**src/rtl/seq_detect_moore_if.sv**
```systemverilog
// ============================================================================
// Module      : seq_detect_moore_if
// Description : Serial-stream bus of the Moore pattern detector: sampled
//               input, enable and clear towards the detector, and the detect
//               flag, prefix state and match counter coming back.
// Revision    : 1.0 - initial release
// ============================================================================
`default_nettype none

interface seq_detect_moore_if #(
    parameter int LEN   = 4,
    parameter int CNT_W = 8,
    parameter int SW    = $clog2(LEN + 1)
);
    logic             en;
    logic             in;
    logic             clear;
    logic             out;
    logic [SW-1:0]    state;
    logic [CNT_W-1:0] match_count;
    logic             count_sat;

    modport master (
        output en, in, clear,
        input  out, state, match_count, count_sat
    );

    modport slave (
        input  en, in, clear,
        output out, state, match_count, count_sat
    );
endinterface

`default_nettype wire

```
**src/rtl/seq_detect_moore.sv**
```systemverilog
// ============================================================================
// Module      : seq_detect_moore
// Description : Parametrised Moore serial pattern detector (MSB of PATTERN
//               first) with KMP-style fallback, selectable overlapping
//               detection and a saturating match counter.
// Revision    : 1.0 - initial release
// ============================================================================
`default_nettype none

module seq_detect_moore #(
    parameter int             LEN     = 4,
    parameter logic [LEN-1:0] PATTERN = 4'b0101,
    parameter bit             OVERLAP = 1'b1,
    parameter int             CNT_W   = 8,
    localparam int            SW      = $clog2(LEN + 1)
) (
    input  wire logic         clock,
    input  wire logic         reset,
    seq_detect_moore_if.slave bus
);

    typedef logic [SW-1:0] state_t;

    localparam state_t c_full = state_t'(LEN);

    // Longest proper border of the full pattern: the prefix length that a
    // completed match can hand over to the next one when overlapping.
    function automatic int calc_fail();
        int best;
        bit ok;
        best = 0;
        for (int k = 1; k < LEN; k++) begin
            ok = 1'b1;
            for (int j = 0; j < k; j++) begin
                if (PATTERN[LEN-1-j] != PATTERN[k-1-j]) ok = 1'b0;
            end
            if (ok) best = k;
        end
        return best;
    endfunction

    // Next prefix length after sampling bit b in state s: the longest prefix
    // of the pattern that is a suffix of (prefix(base) followed by b).
    function automatic int calc_delta(int s, bit b);
        int base;
        int len_t;
        int idx;
        int best;
        bit ok;
        bit t_bit;
        if (s >= LEN) base = OVERLAP ? calc_fail() : 0;
        else          base = s;
        len_t = base + 1;
        best  = 0;
        for (int k = 1; k <= len_t; k++) begin
            ok = 1'b1;
            for (int j = 0; j < k; j++) begin
                idx   = len_t - k + j;
                t_bit = (idx < base) ? PATTERN[LEN-1-idx] : b;
                if (t_bit != PATTERN[LEN-1-j]) ok = 1'b0;
            end
            if (ok && (k <= LEN)) best = k;
        end
        return best;
    endfunction

    // Transition table, one entry per (state, sampled bit), fixed at elaboration.
    state_t w_table [0:LEN][0:1];

    for (genvar s = 0; s <= LEN; s++) begin : g_state
        for (genvar b = 0; b < 2; b++) begin : g_bit
            localparam int c_next = calc_delta(s, (b == 1));
            assign w_table[s][b] = c_next[SW-1:0];
        end
    end

    state_t           r_state;
    state_t           w_state_nxt;
    state_t           w_delta;
    logic             w_valid;
    logic [CNT_W-1:0] r_count;
    logic [CNT_W-1:0] w_count_nxt;
    logic             w_sat;

    // Table lookup for the current state; out-of-range states map to empty.
    always_comb begin
        w_delta = '0;
        w_valid = 1'b0;
        for (int s = 0; s <= LEN; s++) begin
            if (r_state == state_t'(s)) begin
                w_valid = 1'b1;
                w_delta = bus.in ? w_table[s][1] : w_table[s][0];
            end
        end
    end

    assign w_sat = &r_count;

    // Next state and counter: clear beats enable; an illegal state always
    // recovers to empty; a match counts on every entry into the full state.
    always_comb begin
        w_state_nxt = r_state;
        w_count_nxt = r_count;
        if (bus.clear) begin
            w_state_nxt = '0;
            w_count_nxt = '0;
        end else if (!w_valid) begin
            w_state_nxt = '0;
        end else if (bus.en) begin
            w_state_nxt = w_delta;
            if ((w_delta == c_full) && !w_sat) begin
                w_count_nxt = r_count + CNT_W'(1);
            end
        end
    end

    // State and counter registers with asynchronous active-low reset.
    always_ff @(posedge clock or negedge reset) begin
        if (!reset) begin
            r_state <= '0;
            r_count <= '0;
        end else begin
            r_state <= w_state_nxt;
            r_count <= w_count_nxt;
        end
    end

    assign bus.out         = (r_state == c_full);
    assign bus.state       = r_state;
    assign bus.match_count = r_count;
    assign bus.count_sat   = w_sat;

endmodule

`default_nettype wire
```
**src/flat_wrapper.sv**
```systemverilog
// flat-port wrapper written by rule: the top's interface ports become plain ports
module seq_detect_moore_flat 
#(
    parameter int             LEN     = 4,
    parameter logic [LEN-1:0] PATTERN = 4'b0101,
    parameter bit             OVERLAP = 1'b1,
    parameter int             CNT_W   = 8,
    localparam int            SW      = $clog2(LEN + 1)
)
  (clock, reset, bus_en, bus_in, bus_clear, bus_out, bus_state, bus_match_count, bus_count_sat);
  seq_detect_moore_if #(.LEN(LEN), .CNT_W(CNT_W)) bus_i ();
  input  wire logic clock;
  input  wire logic reset;
  input wire logic [$bits(bus_i.en)-1:0] bus_en;
  input wire logic [$bits(bus_i.in)-1:0] bus_in;
  input wire logic [$bits(bus_i.clear)-1:0] bus_clear;
  output wire logic [$bits(bus_i.out)-1:0] bus_out;
  output wire logic [$bits(bus_i.state)-1:0] bus_state;
  output wire logic [$bits(bus_i.match_count)-1:0] bus_match_count;
  output wire logic [$bits(bus_i.count_sat)-1:0] bus_count_sat;
  assign bus_i.en = bus_en;
  assign bus_i.in = bus_in;
  assign bus_i.clear = bus_clear;
  assign bus_out = bus_i.out;
  assign bus_state = bus_i.state;
  assign bus_match_count = bus_i.match_count;
  assign bus_count_sat = bus_i.count_sat;
  seq_detect_moore #(.LEN(LEN), .PATTERN(PATTERN), .OVERLAP(OVERLAP), .CNT_W(CNT_W)) u_core (.clock(clock), .reset(reset), .bus(bus_i));
endmodule
```
**config.mk**
```make
export PLATFORM = sky130hd
export DESIGN_NAME = seq_detect_moore_flat
export DESIGN_NICKNAME = d
export VERILOG_FILES = /design/src/rtl/seq_detect_moore_if.sv /design/src/rtl/seq_detect_moore.sv /design/src/flat_wrapper.sv
export SDC_FILE = /design/constraint.sdc
export NUM_CORES = 1
export LEC_CHECK = 0
export BUFFER_PORTS_ARGS = -buffer_cell sky130_fd_sc_hd__buf_2
export CORE_AREA = 4 4 41 43
export DETAILED_ROUTE_END_ITERATION = 8
export DIE_AREA = 0 0 45 47
export PLACE_DENSITY_LB_ADDON = 0.05
export SLEW_MARGIN = 25
export SYNTH_ARGS = -nofsm -noshare
export SYNTH_HDL_FRONTEND = slang
export SYNTH_SLANG_ARGS = --single-unit
```
**constraint.sdc**
```tcl
create_clock -name clock -period 2.17 [get_ports clock]
set_input_delay 0.3255 -clock clock [delete_from_list [all_inputs] [get_ports clock]]
set_output_delay 0.3255 -clock clock [all_outputs]
set_load 0.01 [all_outputs]
```
# After elaboration in Yosys (flattened, before gate mapping)
# Cells that the tools add are included.
[totals]
regBits = 11
in_bits = 5
out_inout_bits = 13
elab_cells = 38
[op_classes]
n_addsub = 1
eq_ne = 6
mux = 21
n_reduce_logical = 8
[ops]
columns = ["op", "count"]
rows = [
  ["8-bit 2-to-1 mux", 4],
  ["3-bit 2-to-1 mux", 9],
  ["8-bit by 1-bit adder with 8-bit output, second input constant", 1],
  ["8-bit AND reduction", 1],
  ["3-bit by 2-bit equality test with 1-bit output, second input constant", 2],
  ["3-bit equality test, second input constant", 2],
  ["1-bit 2-to-1 mux", 6],
  ["2-bit nonzero test", 3],
  ["2-bit 2-to-1 mux", 2],
  ["3-bit by 1-bit equality test with 1-bit output, second input constant", 1],
  ["3-bit logical NOT", 1],
  ["3-bit != test, second input constant", 1],
  ["3-bit AND reduction", 1],
  ["1-bit logical AND", 1],
  ["1-bit logical NOT", 1],
]

# Depth between registers and ports, before layout
[logic_depth]
depth_word = 12
mapped_depth = 5
mapped_depth_nobuf = 5

# Worst setup path before layout
# No wires, ideal clock.
[synth_path]
kind = "register to register"
from = "register u_core.r_count[0] (netlist: u_core.bus.match_count[0])"
to = "register u_core.r_count[6] (netlist: u_core.bus.match_count[6])"
setup_time_ps = 67
arrival_ps = 1523
required_time_ps = 2103
slack_ps = 581
path_stages_with_launch = 6
path_buffers = 0
synth_period_minus_slack_ps = 1589
cell_sequence = "dfrtp_1 ha_1 and3b_1 o211ai_1 or4_2 nand2_1"
[synth_between]
elab_chain_len = 5
elab_cells_between_ends = 10
classes_between = "add/sub: 1; mux: 4; reduce/logical: 5"
[synth_lines]
columns = ["element", "line_no", "rtl"]
rows = [
  ["from (decl)", "seq_detect_moore.sv:81", "logic [CNT_W-1:0] r_count;"],
  ["from (signal assigned)", "seq_detect_moore.sv:124", "r_count <= w_count_nxt;"],
  ["8-bit by 1-bit adder with 8-bit output or 8-bit AND reduction (tied branches)", "seq_detect_moore.sv:112, seq_detect_moore.sv:97", ""],
  ["8-bit 2-to-1 mux or 1-bit logical NOT (tied branches)", "seq_detect_moore.sv:111", "if ((w_delta == c_full) && !w_sat) begin"],
  ["8-bit 2-to-1 mux or 1-bit logical AND (tied branches)", "seq_detect_moore.sv:109, seq_detect_moore.sv:111", ""],
  ["8-bit 2-to-1 mux or 2-bit nonzero test (tied branches)", "-", ""],
  ["8-bit 2-to-1 mux or 3-bit AND reduction (tied branches)", "-", ""],
]
# Parallel ways exist; a longest one is shown, timed or not. The select of a mux whose other input is x is not followed.
# A chain may end at the register's enable or synchronous reset.

# Worst setup path in the final report
[layout_path]
from = "register u_core.r_count[0] (netlist: u_core.bus.match_count[0])"
to = "output port bus_count_sat"
[layout_between]
elab_chain_len = 1
[layout_lines]
columns = ["element", "line_no", "rtl"]
rows = [
  ["8-bit AND reduction", "seq_detect_moore.sv:97", "assign w_sat = &r_count;"],
  ["to (decl)", "flat_wrapper.sv:20", "output wire logic [$bits(bus_i.count_sat)-1:0] bus_count_sat;"],
]
# Every way passes these cells.

==> impl_metrics.env <==
export IMPL_status="complete, no violations"
export IMPL_initial_core_util_pct=47.50
export IMPL_critical_path_max_fanout=8
export IMPL_totalWireLength_um=1390
export IMPL_ys_types=26
export IMPL_clk_latency_ps=270
export IMPL_skew_ps=3.682
export IMPL_syn_avg_cell_area_sq_um=9.365
export IMPL_drt_iter0_drc=12
export IMPL_dieArea_sq_um=2115
export IMPL_routedWlPerCell_um=13.63
export IMPL_tightest_slew_ps=425.6
export IMPL_met1Wirelength_um=675
export IMPL_drtAntennaViolNets=0
export IMPL_met3_length_um=89
export IMPL_slew_viol_final=0
export IMPL_switching_share_pct=22.96
export IMPL_maxCapViolCount=0
export IMPL_dieWidth_um=45
export IMPL_grt_pass1_vias=500
export IMPL_yosys_warnings=0
export IMPL_r2r_start="u_core.bus.match_count[0]"
export IMPL_routed_via_density=5.686
export IMPL_final_setup_tns_ps=0
export IMPL_reg2reg_depth=5
export IMPL_drc=0
export IMPL_r2r_end="u_core.bus.match_count[6]"
export IMPL_max_stage_delay_ps=420
export IMPL_cts_buffers=3
export IMPL_layout_commonest_cell="buf_2"
export IMPL_track_usage_pct=15.24
export IMPL_clk_pin_slew_worst_paths_ps=70
export IMPL_ir_drop_v=0.0003282
export IMPL_cts_sinks=11
export IMPL_rsz0062_at_grt="false"
export IMPL_combPwrFrac_pct=5.8
export IMPL_power_net_switching_uw=85.07
export IMPL_crit_arrival_ps=1530
export IMPL_num_antenna_cells=0
export IMPL_hpwlAfterDp_um=990.2
export IMPL_slowest_stage="dfrtp_1"
export IMPL_seq_power_share_pct=56.2
export IMPL_seq_area_frac_synth_pct=44.53
export IMPL_ctsResizeCount=0
export IMPL_final_cell_mix="17 x buf_2, 11 x dfrtp_1, 10 x a21oi_1"
export IMPL_multiInputGateArea_sq_um=331.6
export IMPL_min_from="bus_en"
export IMPL_cts_tree="built"
export IMPL_pwr_share_clk_pct=38.0
export IMPL_dp_cells=97
export IMPL_synth_nets=72
export IMPL_clockBufferDepth=2
export IMPL_highest_layer="met4"
export IMPL_regArea_sq_um=275.3
export IMPL_io_buffers=17
export IMPL_end_kind="output pin"
export IMPL_io_pins=18
export IMPL_drive_above_1_share_pct=27.59
export IMPL_hold_end="u_core.bus.state[0]"
export IMPL_holdWs_ps=350.8
export IMPL_grt_max_degree=13
export IMPL_slew_headroom_pct=71.52
export IMPL_drt_pass1_iter_count=4
export IMPL_htree_num_levels=1
export IMPL_routabilityCongestion=0.7031
export IMPL_dr_total_vias=580
export IMPL_powerDensity_nw_per_um2=491.1
export IMPL_cp_cell_sequence="ha_1 -> nand3_1 -> nor2_1 -> buf_2"
export IMPL_post_route_period_util_pct=85.33
export IMPL_hold_depth=3
export IMPL_min_path_type="input port to register"
export IMPL_worstPathRequired_ps=1840
export IMPL_chipHeight_um=47
export IMPL_synth_seq_cells=11
export IMPL_syn_cell_area_sq_um=618.1
export IMPL_syn_instance_count=66
export IMPL_core_area_sq_um=1301
export IMPL_reg2reg_slack_ps=490
export IMPL_ctsRootBufferMaster="clkbuf_4"
export IMPL_dr_wl_met2_um=594
export IMPL_leakagePower_uw=0.0003525
export IMPL_power_uw=370.5
export IMPL_cp_start_kind="register"
export IMPL_crit_type="register to output pin"
export IMPL_syn2layout_area_growth_pct=22.06
export IMPL_fin_crit_ps=1852
export IMPL_antenna_found_initial=0
export IMPL_hold_viol_final=0
export IMPL_fillers=129
export IMPL_grt_pass1_wl_um=2290
export IMPL_stdcell_count=102
export IMPL_timing_fmax_mhz=540.1
export IMPL_setup_viol=0
export IMPL_nNetsFinal=94
export IMPL_rows=13
export IMPL_p_int_uw=285.5
export IMPL_overflow=0
[per-layer routing]
| metal | track usage, % | vias up |
|---|---|---|
| li1 | - | 294 |
| met1 | 19.91 | 260 |
| met2 | 23.16 | 22 |
| met3 | 2.299 | 4 |
| met4 | 10.53 | 0 |
| met5 | 0 | - |
[metrics by stage]
step	utilization, %	setup slack, ps	instance area (sq um)
after detailed placement	55.19	492.1	718.2
after floorplan	-	580.6	618.1
after global placement	55.19	498.6	718.2
after global routing	57.98	170.2	754.5
final	57.98	318.4	754.5
after CTS	57.98	306.7	754.5
[synth_stat cells]
master	n	share of area, %
or4b_1	1	1.6
or2_0	1	1.0
o21ai_0	6	4.9
and3b_1	1	1.4
nand3_1	2	1.6
or4_2	1	1.4
nand2_1	5	3.0
clkbuf_1	1	0.61
nand2b_1	2	2.0
and3_1	1	1.0
ha_1	1	2.0
a21oi_1	10	8.1
o41ai_1	3	4.3
o211ai_1	1	1.2
nand3b_1	2	2.4
xnor2_1	1	1.4
nand4_2	1	2.0
nor3b_1	2	2.4
dfrtp_1	11	45
inv_1	2	1.2
and2b_1	1	1.2
and4_1	1	1.4
or4_1	2	2.4
or3_1	2	2.0
nor2_1	3	1.8
or3b_2	2	2.8
[logic make-up after synthesis]
group	after synthesis	synth area share, %
AND/OR/NAND/NOR	30	31.78
adder cells (fa/ha/maj)	1	2.024
AO/OA/AOI/OAI	20	18.42
flip-flops	11	44.53
buffers and inverters	3	1.822
XOR/XNOR	1	1.417
[power by group through the flow]
stage	logic, uW	registers (uW)	clock network [uW]
after floorplan	7.46	213	0
after global placement	20.6	212	0
after detailed placement	20.5	212	0
after CTS	21.9	208	148
after global routing	24.0	209	156
final	21.3	208	141
[area by class of cell]
cell class                 instances  share of cell area [%]
timing repair buffer              18                   12.60
multi-input combinational         52                   43.95
clock buffer                       4                   3.483
tap                               15                   2.488
sequential                        11                   36.48
inverter                           2                  0.9950
[worst max path at each step]
| stage | slack [ps] | from | to |
|---|---|---|---|
| 6_report | 320 | u_core.bus.match_count[0] | bus_count_sat |
| 5_1_grt | 170 | u_core.bus.match_count[0] | bus_count_sat |
| 4_1_cts | 310 | u_core.bus.match_count[0] | bus_count_sat |
| 3_5_place_dp | 490 | u_core.bus.match_count[0] | u_core.bus.match_count[6] |
| 3_3_place_gp | 500 | u_core.bus.match_count[0] | u_core.bus.match_count[6] |
| 2_1_floorplan | 580 | u_core.bus.match_count[0] | u_core.bus.match_count[6] |
[worst max-delay path: cells and delay by family (launching register included)]
kind,cells,cell delay [ps]
DFF,1,420
and+or+nand+nor,2,410
adders and majority gates,1,210
buffers and inverters,1,210
[flip-flops by register name, summed over array words and instances (netlist names)]
register,count
u_core.bus.state,3
u_core.bus.match_count,8
[repair_timing]
action                                 CTS  global route
endpoints found under the hold margin   11             0
hold buffers                             1             0
setup buffers                            0             0
setup endpoints to repair                0             0
No activity file was read; power rests on OpenSTA's default activity.
